`src/rtl/compressed_pkg.sv`:
```
// Shared types for the decode-side RVC realigner: FSM state, case flags and the
// encoding of a full (32-bit) instruction's low bits.
package compressed_pkg;

  typedef enum logic [1:0] {
    ALIGNED,
    SPLIT,
    UPPER_C,
    SKIP_LOW
  } align_state_e;

  typedef struct packed {
    logic f1f1;
    logic f1f2;
    logic hf;
    logic fh;
    logic hh;
  } align_case_t;

  localparam logic [1:0] RVC_FULL = 2'b11;

endpackage

```
`src/rtl/rvc_half_classify.sv`:
```
// Classifies one 16-bit half of a fetch word as the start of a 32-bit
// instruction (full) or a 16-bit RVC instruction (compressed).
module rvc_half_classify
  import compressed_pkg::*;
(
  input  logic [15:0] half,
  output logic        full,
  output logic        compressed
);

  // Only the two opcode bits decide the length.
  logic unused_hi;
  assign unused_hi = ^half[15:2];

  assign full       = (half[1:0] == RVC_FULL);
  assign compressed = ~full;

endmodule

```
`src/rtl/compressed_aligner.sv`:
```
// Realigns fetch words into 32-bit and RVC instructions for decode, with the
// case flags consumed by PC correction. RVC support is built only when
// COMPRESSED_EN is defined; otherwise every word passes through as f1f1.
module compressed_aligner
  import compressed_pkg::*;
#(
  parameter int unsigned PC_W    = 32,
  parameter logic [15:0] BUF_RST = 16'h0000
) (
  input  logic            clk,
  input  logic            reset_n,
  input  logic [31:0]     fetch_word,
  input  logic [PC_W-1:0] fetch_pc,
  input  logic            fetch_valid,
  input  logic            id_ready,
  input  logic            flush,
  input  logic            flush_pc1,
  output logic [31:0]     instr,
  output logic [PC_W-1:0] instr_pc,
  output logic            instr_valid,
  output logic            is_compressed,
  output logic            f1f1,
  output logic            f1f2,
  output logic            hf,
  output logic            fh,
  output logic            hh,
  output logic            stall_compressed
);

  logic [PC_W-1:0] pc_base;
  logic            gate;
  logic            raw_valid;
  logic [31:0]     raw_instr;
  logic [PC_W-1:0] raw_pc;
  logic            raw_comp;
  align_case_t     raw_case;
  logic            raw_stall;

  assign pc_base = {fetch_pc[PC_W-1:2], 1'b0, fetch_pc[0]};
  assign gate    = fetch_valid & ~flush & reset_n;

`ifdef COMPRESSED_EN
  align_state_e state_q, state_d;
  logic [15:0]  buf_q, buf_d;
  logic         l_full, l_comp, u_full, u_comp;

  logic unused;
  assign unused = ^{fetch_pc[1], l_comp};

  rvc_half_classify u_cls_lo (
    .half       (fetch_word[15:0]),
    .full       (l_full),
    .compressed (l_comp)
  );

  rvc_half_classify u_cls_hi (
    .half       (fetch_word[31:16]),
    .full       (u_full),
    .compressed (u_comp)
  );

  always_comb begin
    raw_valid = 1'b0;
    raw_instr = '0;
    raw_pc    = pc_base;
    raw_comp  = 1'b0;
    raw_case  = '0;
    raw_stall = 1'b0;
    state_d   = state_q;
    buf_d     = buf_q;
    unique case (state_q)
      ALIGNED: begin
        raw_valid = 1'b1;
        if (l_full) begin
          raw_instr     = fetch_word;
          raw_case.f1f1 = 1'b1;
        end else begin
          raw_instr = {16'h0000, fetch_word[15:0]};
          raw_comp  = 1'b1;
          if (u_comp) begin
            raw_case.hh = 1'b1;
            raw_stall   = 1'b1;
            state_d     = UPPER_C;
          end else begin
            raw_case.hf = 1'b1;
            buf_d       = fetch_word[31:16];
            state_d     = SPLIT;
          end
        end
      end
      SPLIT: begin
        raw_valid = 1'b1;
        raw_instr = {fetch_word[15:0], buf_q};
        raw_pc    = pc_base - PC_W'(2);
        if (u_full) begin
          raw_case.f1f2 = 1'b1;
          buf_d         = fetch_word[31:16];
        end else begin
          raw_case.fh = 1'b1;
          raw_stall   = 1'b1;
          state_d     = UPPER_C;
        end
      end
      UPPER_C: begin
        raw_valid   = 1'b1;
        raw_instr   = {16'h0000, fetch_word[31:16]};
        raw_pc      = pc_base + PC_W'(2);
        raw_comp    = 1'b1;
        raw_case.hh = 1'b1;
        state_d     = ALIGNED;
      end
      SKIP_LOW: begin
        // Redirect landed on the upper half; a full upper half only starts a split.
        if (u_full) begin
          buf_d   = fetch_word[31:16];
          state_d = SPLIT;
        end else begin
          raw_valid   = 1'b1;
          raw_instr   = {16'h0000, fetch_word[31:16]};
          raw_pc      = pc_base + PC_W'(2);
          raw_comp    = 1'b1;
          raw_case.hh = 1'b1;
          state_d     = ALIGNED;
        end
      end
      default: ;
    endcase
    if (flush) begin
      state_d = flush_pc1 ? SKIP_LOW : ALIGNED;
      buf_d   = BUF_RST;
    end
  end

  always_ff @(posedge clk or negedge reset_n) begin
    if (!reset_n) begin
      state_q <= ALIGNED;
      buf_q   <= BUF_RST;
    end else if (flush || (fetch_valid && id_ready)) begin
      state_q <= state_d;
      buf_q   <= buf_d;
    end
  end
`else
  logic unused;
  assign unused = ^{clk, id_ready, flush_pc1, fetch_pc[1], BUF_RST};

  always_comb begin
    raw_valid     = 1'b1;
    raw_instr     = fetch_word;
    raw_pc        = pc_base;
    raw_comp      = 1'b0;
    raw_case      = '0;
    raw_case.f1f1 = 1'b1;
    raw_stall     = 1'b0;
  end
`endif

  assign instr_valid      = gate & raw_valid;
  assign instr            = instr_valid ? raw_instr : '0;
  assign instr_pc         = instr_valid ? raw_pc : '0;
  assign is_compressed    = instr_valid & raw_comp;
  assign {f1f1, f1f2, hf, fh, hh} = instr_valid ? raw_case : '0;
  assign stall_compressed = gate & raw_stall;

endmodule

```
`config.mk`:
```
export PLATFORM = sky130hd
export DESIGN_NAME = compressed_aligner
export DESIGN_NICKNAME = d
export VERILOG_FILES = /design/src/rtl/compressed_pkg.sv /design/src/rtl/rvc_half_classify.sv /design/src/rtl/compressed_aligner.sv
export SDC_FILE = /design/constraint.sdc
export NUM_CORES = 1
export LEC_CHECK = 0
export BUFFER_PORTS_ARGS = -buffer_cell sky130_fd_sc_hd__buf_2
export CAP_MARGIN = 10
export CORE_ASPECT_RATIO = 0.9
export CORE_UTILIZATION = 32
export DETAILED_ROUTE_END_ITERATION = 8
export PLACE_DENSITY_LB_ADDON = 0.08
export SYNTH_ARGS = -nofsm -noshare
export SYNTH_HDL_FRONTEND = slang
export SYNTH_HIERARCHICAL = 1
export SYNTH_SLANG_ARGS = --single-unit
```
`constraint.sdc`:
```
create_clock -name vclk -period 1.7
set_clock_uncertainty 0.1 [all_clocks]
set_input_delay 0.255 -clock vclk [all_inputs]
set_output_delay 0.255 -clock vclk [all_outputs]
set_load 0.02 [all_outputs]
```
==> Yosys cells after proc, flatten, opt, wreduce, memory -nomap -nowiden <==
Index checks and enable logic that the tools add are counted.
{ "word_totals": {"regBits": 0, "in_bits": 70, "elab_cells": 6} }
{ "classes": {"muxes": 3, "n_bitwise": 3} }
{ "op_table": {"columns": ["op", "n"], "rows": [
  ["$mux W32", 2],
  ["$mux W5", 1],
  ["$and A1 B1 Y1", 2],
  ["$not A1 Y1", 1]
]} }

==> Depth between registers and ports, before layout <==
Gate-level depths: netlist of run 1.
{ "logic_depth": {"word_depth": 4, "depth_mapped": 4, "ltp_nobuf": 1} }

==> Least setup slack after synthesis of run 1 <==
OpenSTA, ideal clock, no wires.
{ "synth_path": {"kind": "in2out", "startpoint": "in flush", "endpoint": "out instr_valid", "t_arrival_ns": 0.946, "required_ns": 1.345, "slack_ns": 0.399, "stages": 4, "path_buffers": 3, "cell_sequence": "buf_6 -> buf_6 -> and3b_2 -> buf_4"} }
{ "synth_between": {"elab_chain_cells": 3} }
{ "synth_rtl": {"columns": ["item", "line_no", "text"], "rows": [
  ["from (decl)", "compressed_aligner.sv:16", "input logic flush,"],
  ["$not A1 Y1", "compressed_aligner.sv:40", "assign gate = fetch_valid & ~flush & reset_n;"],
  ["$and A1 B1 Y1 (2 in a row)", "compressed_aligner.sv:40", null],
  ["to (decl)", "compressed_aligner.sv:20", "output logic instr_valid,"]
]} }
No other way between the ends.

==> Final worst setup path of run 1 <==
{ "layout_path": {"startpoint": "in fetch_valid", "endpoint": "out instr[19]"} }
{ "layout_between": {"elab_chain_cells": 3} }
{ "layout_rtl": {"columns": ["item", "line_no", "text"], "rows": [
  ["from (decl)", "compressed_aligner.sv:14", "input logic fetch_valid,"],
  ["$and A1 B1 Y1 (2 in a row)", "compressed_aligner.sv:40", null],
  ["$mux W32", "compressed_aligner.sv:159", "assign instr = instr_valid ? raw_instr : '0;"],
  ["to (decl)", "compressed_aligner.sv:18", "output logic [31:0] instr,"]
]} }
No other way between the ends.

==> results of run 1 <==
per-stage QoR:
stage,utilization [%],total power (µW),std cells
6_report,56.5,280,234
5_1_grt,56.5,302,234
4_1_cts,56.5,281,234
3_5_place_dp,56.5,281,234
3_3_place_gp,56.5,273,234
2_1_floorplan,-,193,100
power breakdown:
group	leakage [µW]	total [µW]	internal [µW]	switching [µW]
Sequential	0	0	0	0
Clock	0	0	0	0
Combinational	0.00104	280	129	152
Yosys cell counts:
| cell | n |
|---|---|
| sky130_fd_sc_hd__and3b_2 | 1 |
| sky130_fd_sc_hd__buf_2 | 12 |
| sky130_fd_sc_hd__conb_1 | 1 |
| sky130_fd_sc_hd__buf_6 | 8 |
| sky130_fd_sc_hd__and4b_1 | 59 |
| sky130_fd_sc_hd__and4b_2 | 4 |
| sky130_fd_sc_hd__buf_4 | 9 |
cell type report:
cell class	instances	area [µm²]
Fill cell	247	1090
Timing Repair Buffer	135	711
Multi-Input combinational cell	71	672
Tap cell	28	35.0
metal layers:
metal,vias up,part of all wire (%),wire (µm)
li1,605,-,-
met5,-,0,0
met2,66,54,1540
met3,0,9.1,262
met1,537,37,1070
met4,0,0,0
cells by family (layout without fill, tap and decap cells):
group	count (synthesis)	count (layout)
AND/OR/NAND/NOR	64	64
other	1	7
buffers and inverters	29	135
placed cells by master, fill, tap and decap left out:
master,count
sky130_fd_sc_hd__buf_12,2
sky130_fd_sc_hd__and3b_2,1
sky130_fd_sc_hd__buf_4,2
sky130_fd_sc_hd__buf_2,131
sky130_fd_sc_hd__conb_1,7
sky130_fd_sc_hd__and4b_2,4
sky130_fd_sc_hd__and4b_1,59
worst max-delay path, cell delays in order:
cell and delay, ps:
sky130_fd_sc_hd__buf_2 240, sky130_fd_sc_hd__buf_12 230, sky130_fd_sc_hd__and4b_1 220, sky130_fd_sc_hd__buf_2 170
final timing paths:
check | end | cells after the start | slack (ps) | from
worst min-delay path | instr_pc[5] | 3 | 810 | fetch_pc[5]
worst max-delay path | instr[19] | 4 | 240 | fetch_valid
==> results, run 1 <==
- The run finished, with violations left.
- The checks that failed: DRC.
- The top-level I/O count is 142.
- The static power due to leakage is 0.00104 µW.
- The summed negative setup slack over all endpoints is 0 ps.
- Measured against the total synthesized area, the mux share comes to 0%.
- The post-CTS setup buffer count is 0.
- Prior to clock tree synthesis, the placed netlist has a worst setup slack of 251 ps.
- Entering global routing, the biggest net connects 65 pins.
- After floorplanning, the core was divided into 17 placement rows.
- The data required time at the worst endpoint is 1340 ps.
- Setup violations remaining at the end of the flow were counted as 0.
- In this run the worst hold path is classified as in -> out.
- Summed over all instances, the cell type with the most area after synthesis is sky130_fd_sc_hd__and4b_1.
- The net count of the finished layout is 278.
- The number of global-route vias before repair is 962.
- The worst supply voltage drop on vdd is 0.000115 V.
- The average via count per standard cell is 5.16.
- Derived from the worst setup path, the maximum achievable clock frequency is 0.683 GHz.
- The number of antenna diodes in the final layout is 0.
- The count of final max-slew check failures came to 0.
- The core footprint is 2510 µm².
- Summed over all nets, the half-perimeter wirelength after detailed placement is 2130 µm.
- Port buffering added 131 buffers.
- The arithmetic-cell share of the synthesized area counting full adders, half adders and majority gates is 0%.
- In this run the horizontal extent of the chip is 56.9 µm.
- The arrival time at the worst endpoint is 1110 ps.
- The layout clock buffer count is 0.
- The y dimension of the die is 51.4 µm.
- The critical path is of the in -> out type.
- STA classifies the critical path endpoint as a primary output.
- The post-synthesis area per instance is 9.22 µm².
- The clock period minus worst slack is 1460 ps.
- The initial antenna violation count was 0.
- The power density over cell area is 198 nW/µm².
- The hold-fix buffer count after cts is 0.
- The total global routing track utilization is 16.7%.
- After synthesis the cells add up to 867 µm².
- The final layout contains routed wiring with a total length of 2870 µm.
- Across all hold checks on the routed design, the worst slack comes to 809 ps.
- The peak-usage layer in the global routing report is met2.
- The number of resized instances in the post-cts repair step is 0.
- Global routing consumed, on the met3 layer, 0.253% of the routing resources.
- The area fraction in compound gates after synthesis is 0%.
- The worst-path maximum fanout is 49.
- For this run, global-route usage on met2 was measured as 35.3%.
- Setup repair after global routing left no endpoint under its margin.
- The xor and xnor area share after synthesis is 0%.
- The post-synthesis to final-layout area growth is 63.5%.
- In the post-synthesis netlist, the biggest area contributors are sky130_fd_sc_hd__and4b_1, sky130_fd_sc_hd__buf_6, sky130_fd_sc_hd__buf_4.
- Synthesis produced 94 cells.
- For met1 alone, demand over resource in global routing was 19.7%.
- The aggregate global routing overflow is 0.
- The count of nets left with antenna violations once routing finished came out at 0.
- The routability-driven placement congestion ratio is 0.656.
- The total of max-cap violations is 0.
- The detailed router placed 1208 vias in this run.
- For this run, design rule violations remaining after detail routing come to 18.
- The final hold violation count is 0.
- The starting utilization of the core area is 34.5%.
- Summing all flip-flop and latch instances after layout gives 0 µm².
- With fillers left out, the area of the finished cells amounts to 1420 µm².
- In the finished design, the share of the clock period the worst path needs comes to 86.1%.
- The wire length per cell after detailed routing is 12.3 µm.
- The number of distinct library cell variants in the gate-level netlist after synthesis is 7.
- The final worst-path setup slack is 236 ps.
- The fraction of final layout cells sized beyond drive strength 1 is 68.0%.
- The number of warning messages in the yosys log is 6.
- The placed cell area is 1420 µm².
- The synthesized netlist devotes 74.5% of its cell area to simple gates.
- The area fraction of the dominant cell type after synthesis is 68.1%.
- The die covers 2920 µm².
- The kind of start point of the critical path is an input pin.
- Before antenna repair, the detailed router went through 6 iterations.
- After synthesis, the largest family of logic cells by area is simple AND/OR/NAND/NOR gates.
- The first global-routing pass estimated 4150 µm of wire.
- The post-synthesis sequential area ratio is 0%.
- After the first detailed-routing iteration, the DRC count stood at 37.
- The number of flip-flops and latches is 0.
Note: power is estimated with default switching activity, not from simulation.
==> inputs of run 2 (changes only) <==
--- a/config.mk
+++ b/config.mk
@@ -8,7 +8,7 @@
 export BUFFER_PORTS_ARGS = -buffer_cell sky130_fd_sc_hd__buf_2
 export CAP_MARGIN = 10
 export CORE_ASPECT_RATIO = 0.9
-export CORE_UTILIZATION = 32
+export CORE_UTILIZATION = 27
 export DETAILED_ROUTE_END_ITERATION = 8
 export PLACE_DENSITY_LB_ADDON = 0.08
 export SYNTH_ARGS = -nofsm -noshare
==> constraint.sdc (replaced) <==
create_clock -name vclk -period 1.2
set_clock_uncertainty 0.1 [all_clocks]
set_input_delay 0.18 -clock vclk [all_inputs]
set_output_delay 0.18 -clock vclk [all_outputs]
set_load 0.02 [all_outputs]
==> results, run 2 (synthesis results as in run 1) <==
- The flow ran to the end, and the final reports show no timing, DRC or antenna violations.
- The power density over cell area was 282 nW/µm² (+43%).
- The fraction of final layout cells sized beyond drive strength 1 came to 68.3% (+0.31 points).
- The wire length per cell after detailed routing is 11.0 µm (-10%).
- The static power due to leakage is 0.00107 µW (+2.7%).
- The worst hold path terminates at instr_pc[8].
- The relative contribution of the clock network to total power was 0% (unchanged).
- The total number of placement rows came to 19 (+2).
- The wire length of the first global-routing pass was 3870 µm (-6.7%).
- The antenna cell count is 0 (unchanged).
- The number of failing setup endpoints in the final timing report is 0 (unchanged).
- The arrival time at the worst endpoint came to 890 ps (-220 ps).
- The final-layout fill cell count came to 301 (+22%).
- The data required time at the worst endpoint came to 920 ps (-420 ps).
- The number of non-filler instances in the completed layout was 250 (+6.8%).
- The remaining number of nets flagged by the antenna check after routing is 0 (unchanged).
- The combinational fraction of design power is 100.0% (about the same).
- The worst-path maximum fanout is 33 (-33%).
- The number of optimization iterations in the first detailed-route pass is 4 (-2).
- The power share of the sequential group is 0% (unchanged).
- Relative to the synthesized area, the layout overhead comes to 73.6%.
- The top-level I/O count is 142 (unchanged).
- The initial DRC count was 32 (-14%).
- The worst setup path is launched from an input pin.
- The number of buffer and inverter stages on the critical path was 3 (unchanged).
- The fmax is 0.856 GHz.
- The type of the tightest min-delay check is in -> out.
- The reported net switching power is 219 µW (+44%).
- The summed negative setup slack over all endpoints is 0 ps (unchanged).
- The initial antenna violation count is 0 (unchanged).
- Setup repair after global routing left no endpoint under its margin.
- STA classifies the critical path endpoint as a primary output.
- The most common library cell in the layout ignoring fill and taps is sky130_fd_sc_hd__buf_2.
- The hold-fix buffer count after cts is 0 (unchanged).
- The y dimension of the die is 55.8 µm (+8.5%).
- The signal on the critical path passes through buf_2 > buf_12 > and4b_2 > buf_2.
- The flip-flop and latch area is 0 µm² (unchanged).
- The average via count per standard cell came to 4.87 (-5.7%).
- The wire length after detailed routing came to 2760 µm (-3.8%).
- The placed wire-length estimate was 2110 µm (-1.1%).
- The area enclosed by the die boundary is 3440 µm² (+18%).
- The routability-driven placement congestion ratio is 0.698 (+6.3%).
- The width of the chip was 61.7 µm (+8.6%).
- The starting utilization of the core area is 28.3% (-6.3 points).
- The total global routing track utilization came to 13.7% (-3.0 points).
- Tracing the worst setup path back leads to its startpoint at flush.
- The largest net degree at the start of global routing is 35 (-46%).
- The net count of the finished layout is 280 (+0.72%).
- The startpoint of the most critical hold path is fetch_pc[8].
- Among the stages of the critical path, the cell type that occurs most often is sky130_fd_sc_hd__buf_2.
- The count of final max-slew check failures is 0 (unchanged).
- In the finished design, the share of the clock period the worst path needs comes to 97.4%.
- The quantity of I/O buffers inserted on ports is 131 (unchanged).
- The worst supply voltage drop on vdd is 0.000108 V (-5.9%).
- The core footprint came to 3070 µm² (+22%).
- The total of max-cap violations is 0 (unchanged).
- The worst setup path is of the in -> out kind.
- The delay of the slowest cell on the worst path is 260 ps (+20 ps).
- The net switching share of the total power is 51.7% (-2.5 points).
- The final hold violation count is 0 (unchanged).
- The aggregate global routing overflow is 0 (unchanged).
- The placed cell count came to 250 (+6.8%).
- The cell type group with the largest total delay on the critical path is buffers and inverters.
- The worst path in the final design needs a cycle of 1170 ps, including I/O delays and setup.
- The detailed-route DRC error count was 0 (-18).
- The post-CTS setup buffer count is 0 (unchanged).
- The layout clock buffer count is 0 (unchanged).
- The internal power consumption was 205 µW (+59%).
- The number of global-route vias before repair was 930 (-3.3%).
- The cell depth of the worst min-delay path is 3 (unchanged).
- The largest individual stage delay along the critical path comes from the cell sky130_fd_sc_hd__and4b_2.
- The total number of vias is 1217 (+0.75%).
- The top cell types in the final layout, fill and taps aside, are sky130_fd_sc_hd__buf_2, sky130_fd_sc_hd__and4b_1, sky130_fd_sc_hd__conb_1, sky130_fd_sc_hd__buf_12, sky130_fd_sc_hd__and4b_2.
- The number of flip-flops and latches is 0 (unchanged).
- The number of resized instances in the post-cts repair step was 0 (unchanged).
==> run 2: cell types whose count changed in the layout (fill, tap and decap cells not counted) <==
cell / delta
sky130_fd_sc_hd__buf_12: +4
sky130_fd_sc_hd__buf_2: -2
==> run 2: how the worst max path moves through the flow <==
stage                              end  slack, ps  depth (start not counted)
final                     instr_pc[31]         30                          4
after global routing         instr[28]          4                          4
after CTS                    instr[31]         20                          4
after detailed placement     instr[31]         20                          4
after global placement     instr_pc[0]         40                          4
after floorplan            instr_valid         50                          4
==> run 2: per-stage QoR <==
stage | hold WS (ps) | util (%) | power [µW] | cell area (µm²) | setup WS, ps
floorplan | 512 | - | 273 | 890 | 49.2
global placement | 660 | 48.9 | 414 | 1500 | 35.0
detailed placement | 660 | 48.9 | 426 | 1500 | 24.5
CTS | 660 | 48.9 | 426 | 1500 | 24.1
global route | 670 | 49.1 | 460 | 1510 | 3.68
finish | 650 | 49.1 | 424 | 1510 | 31.5
==> run 2: worst min-delay path, stage by stage <==
cell and delay (ps):
sky130_fd_sc_hd__buf_2 70, sky130_fd_sc_hd__and4b_1 180, sky130_fd_sc_hd__buf_4 130
==> run 2: per-layer routing <==
metal	GRT usage (%)	wire length (µm)	vias up
met3	0.465	217	0
met1	14.9	1110	541
met2	28.6	1430	67
li1	-	-	609
met5	0	0	-
met4	0.635	0	0
==> run 2: layout make-up <==
type | count | area [µm²] | area share, %
multi-input combinational | 71 | 672 | 44.6
timing repair buffer | 137 | 781 | 51.9
tap | 42 | 52.6 | 3.49
==> run 2: power by group through the flow <==
stage                     registers [µW]  logic (µW)  clock network (µW)
after global routing                   0         460                   0
after detailed placement               0         426                   0
final                                  0         424                   0
after CTS                              0         426                   0
after floorplan                        0         273                   0
after global placement                 0         414                   0
==> inputs of run 3 (changes only) <==
--- a/config.mk
+++ b/config.mk
@@ -5,12 +5,13 @@
 export SDC_FILE = /design/constraint.sdc
 export NUM_CORES = 1
 export LEC_CHECK = 0
-export BUFFER_PORTS_ARGS = -buffer_cell sky130_fd_sc_hd__buf_2
+export BUFFER_PORTS_ARGS = -buffer_cell sky130_fd_sc_hd__buf_4
 export CAP_MARGIN = 10
 export CORE_ASPECT_RATIO = 0.9
 export CORE_UTILIZATION = 27
 export DETAILED_ROUTE_END_ITERATION = 8
 export PLACE_DENSITY_LB_ADDON = 0.08
+export SETUP_SLACK_MARGIN = 0.1
 export SYNTH_ARGS = -nofsm -noshare
 export SYNTH_HDL_FRONTEND = slang
 export SYNTH_HIERARCHICAL = 1
==> results, run 3 (synthesis results as in run 1) <==
- The largest net degree at the start of global routing is 65 (+86%).
- The relative contribution of the clock network to total power is 0% (unchanged).
- The kind of start point of the critical path is an input pin.
- The worst setup path category is in -> out.
- The net count of the finished layout is 274 (-2.1%).
- Leaving out fill and tap cells, the most frequent cells in the layout are sky130_fd_sc_hd__buf_4, sky130_fd_sc_hd__and4b_1, sky130_fd_sc_hd__conb_1, sky130_fd_sc_hd__and4b_2, sky130_fd_sc_hd__buf_12.
- The kind of cell with the highest combined delay along the critical path is buffers and inverters.
- The total number of vias is 1221 (+0.33%).
- The starting utilization of the core area came to 28.3% (unchanged).
- The post-placement worst setup slack is -102 ps (-127 ps).
- The total number of placement rows is 19 (unchanged).
- The total global routing track utilization was 16.5% (+2.9 points).
- The static power due to leakage is 0.00108 µW (+1.3%).
- The run finished with clean final reports.
- The remaining number of nets flagged by the antenna check after routing is 0 (unchanged).
- The average via count per standard cell was 5.00 (+2.8%).
- The count of final max-slew check failures came to 0 (unchanged).
- The multi-input gate area in the final layout is 672 µm² (unchanged).
- The net switching share of the total power is 44.6% (-7.1 points).
- The wire length after detailed routing is 3110 µm (+13%).
- The initial antenna violation count is 0 (unchanged).
- The number of resized instances in the post-cts repair step came to 9 (+9).
- The width of the chip is 61.7 µm (unchanged).
- The ratio of final minimum period to clock period was 88.9% (-8.5 points).
- The combinational fraction of design power is 100.0% (about the same).
- The hold-fix buffer count after cts is 0 (unchanged).
- The power density over cell area is 279 nW/µm² (-0.96%).
- The aggregate global routing overflow is 0 (unchanged).
- The wire length per cell after detailed routing is 12.8 µm (+16%).
- The post-synthesis to final-layout area growth is 101%.
- The final-layout fill cell count came to 284 (-5.6%).
- The placed wire-length estimate was 2160 µm (+2.6%).
- The top-level I/O count is 142 (unchanged).
- The number of global-route vias before repair was 1057 (+14%).
- The internal power consumption is 270 µW (+32%).
- The post-CTS setup buffer count is 0 (unchanged).
- The fraction of final layout cells sized beyond drive strength 1 was 67.3% (-0.94 points).
- The number of optimization iterations in the first detailed-route pass came to 6 (+2).
- The fmax is 0.938 GHz (+9.6%).
- The detailed-route DRC error count is 0 (unchanged).
- The initial DRC count was 59 (+84%).
- The number of buffer and inverter stages on the critical path is 2 (-1).
- The final hold violation count was 0 (unchanged).
- The power share of the sequential group is 0% (unchanged).
- The layout clock buffer count is 0 (unchanged).
- In this run the worst hold path is classified as in -> out.
- The worst supply voltage drop on vdd is 0.000166 V (+53%).
- The arrival time at the worst endpoint came to 790 ps (-100 ps).
- The wire length of the first global-routing pass is 4610 µm (+19%).
- The cell depth of the worst min-delay path is 3 (unchanged).
- The routability-driven placement congestion ratio came to 0.673 (-3.6%).
- The number of failing setup endpoints in the final timing report is 0 (unchanged).
- The clock period minus worst slack is 1070 ps (-102 ps).
- STA classifies the critical path endpoint as a primary output.
- The quantity of I/O buffers inserted on ports is 131 (unchanged).
- The post-layout total power is 487 µW (+15%).
- The library cell used most frequently in the layout, excluding fill and tap cells, is sky130_fd_sc_hd__buf_4.
- The area enclosed by the die boundary is 3440 µm² (unchanged).
- The y dimension of the die is 55.8 µm (unchanged).
- The final worst-path setup slack is 134 ps (+102 ps).
- The cell with the biggest individual delay on the critical path is sky130_fd_sc_hd__and3b_2.
- Setup repair after global routing left no endpoint under its margin.
- The flip-flop and latch area is 0 µm² (unchanged).
- The reported net switching power is 217 µW (-0.96%).
- The worst-path maximum fanout came to 64 (+94%).
- The delay of the slowest cell on the worst path is 250 ps (about the same).
- The core footprint is 3070 µm² (unchanged).
- The total of max-cap violations was 0 (unchanged).
- The signal on the critical path passes through buf_12 > and3b_2 > buf_4.
- The antenna cell count came to 0 (unchanged).
- The data required time at the worst endpoint is 920 ps (about the same).
- The share of the core filled with cells in the final layout was 56.9% (+7.8 points).
- The logic depth of the worst path, buffers included was 3 (-1).
- The number of flip-flops and latches was 0 (unchanged).
[run 3: changes by cell type in the layout (fill, tap and decap cells not counted), sizes merged]
cell  previous run  this run
buf            137       131
[run 3: worst paths after layout]
| path | startpoint | slack [ps] | endpoint |
|---|---|---|---|
| hold / removal | fetch_word[9] | 650 | instr[9] |
| setup / recovery | flush | 130 | f1f1 |
[run 3: final cells by class]
type                       instances  share of cell area, %
multi-input combinational         71                   38.5
tap                               42                   3.01
timing repair buffer             131                   58.5
[run 3: per-stage QoR]
step / area, µm² / cells / setup TNS, ps / hold WS (ps)
floorplan: 905 / 100 / 0 / 512
global placement: 1710 / 244 / -1280 / 648
detailed placement: 1710 / 244 / -3900 / 647
CTS: 1750 / 244 / 0 / 647
global route: 1750 / 244 / 0 / 657
finish: 1750 / 244 / 0 / 647
[run 3: power by group through the flow]
stage / combinational (µW) / clock (µW) / sequential (µW)
after floorplan: 278 / 0 / 0
after global placement: 466 / 0 / 0
after detailed placement: 477 / 0 / 0
after CTS: 490 / 0 / 0
after global routing: 526 / 0 / 0
final: 487 / 0 / 0
[run 3: metal layers]
metal | part of all wire [%] | wire (µm) | vias to the layer above | GRT usage, %
met4 | 0 | 0 | 0 | 0
met1 | 36 | 1110 | 541 | 17.0
li1 | - | - | 603 | -
met3 | 12 | 379 | 0 | 3.26
met2 | 52 | 1630 | 77 | 34.3
met5 | 0 | 0 | - | 0
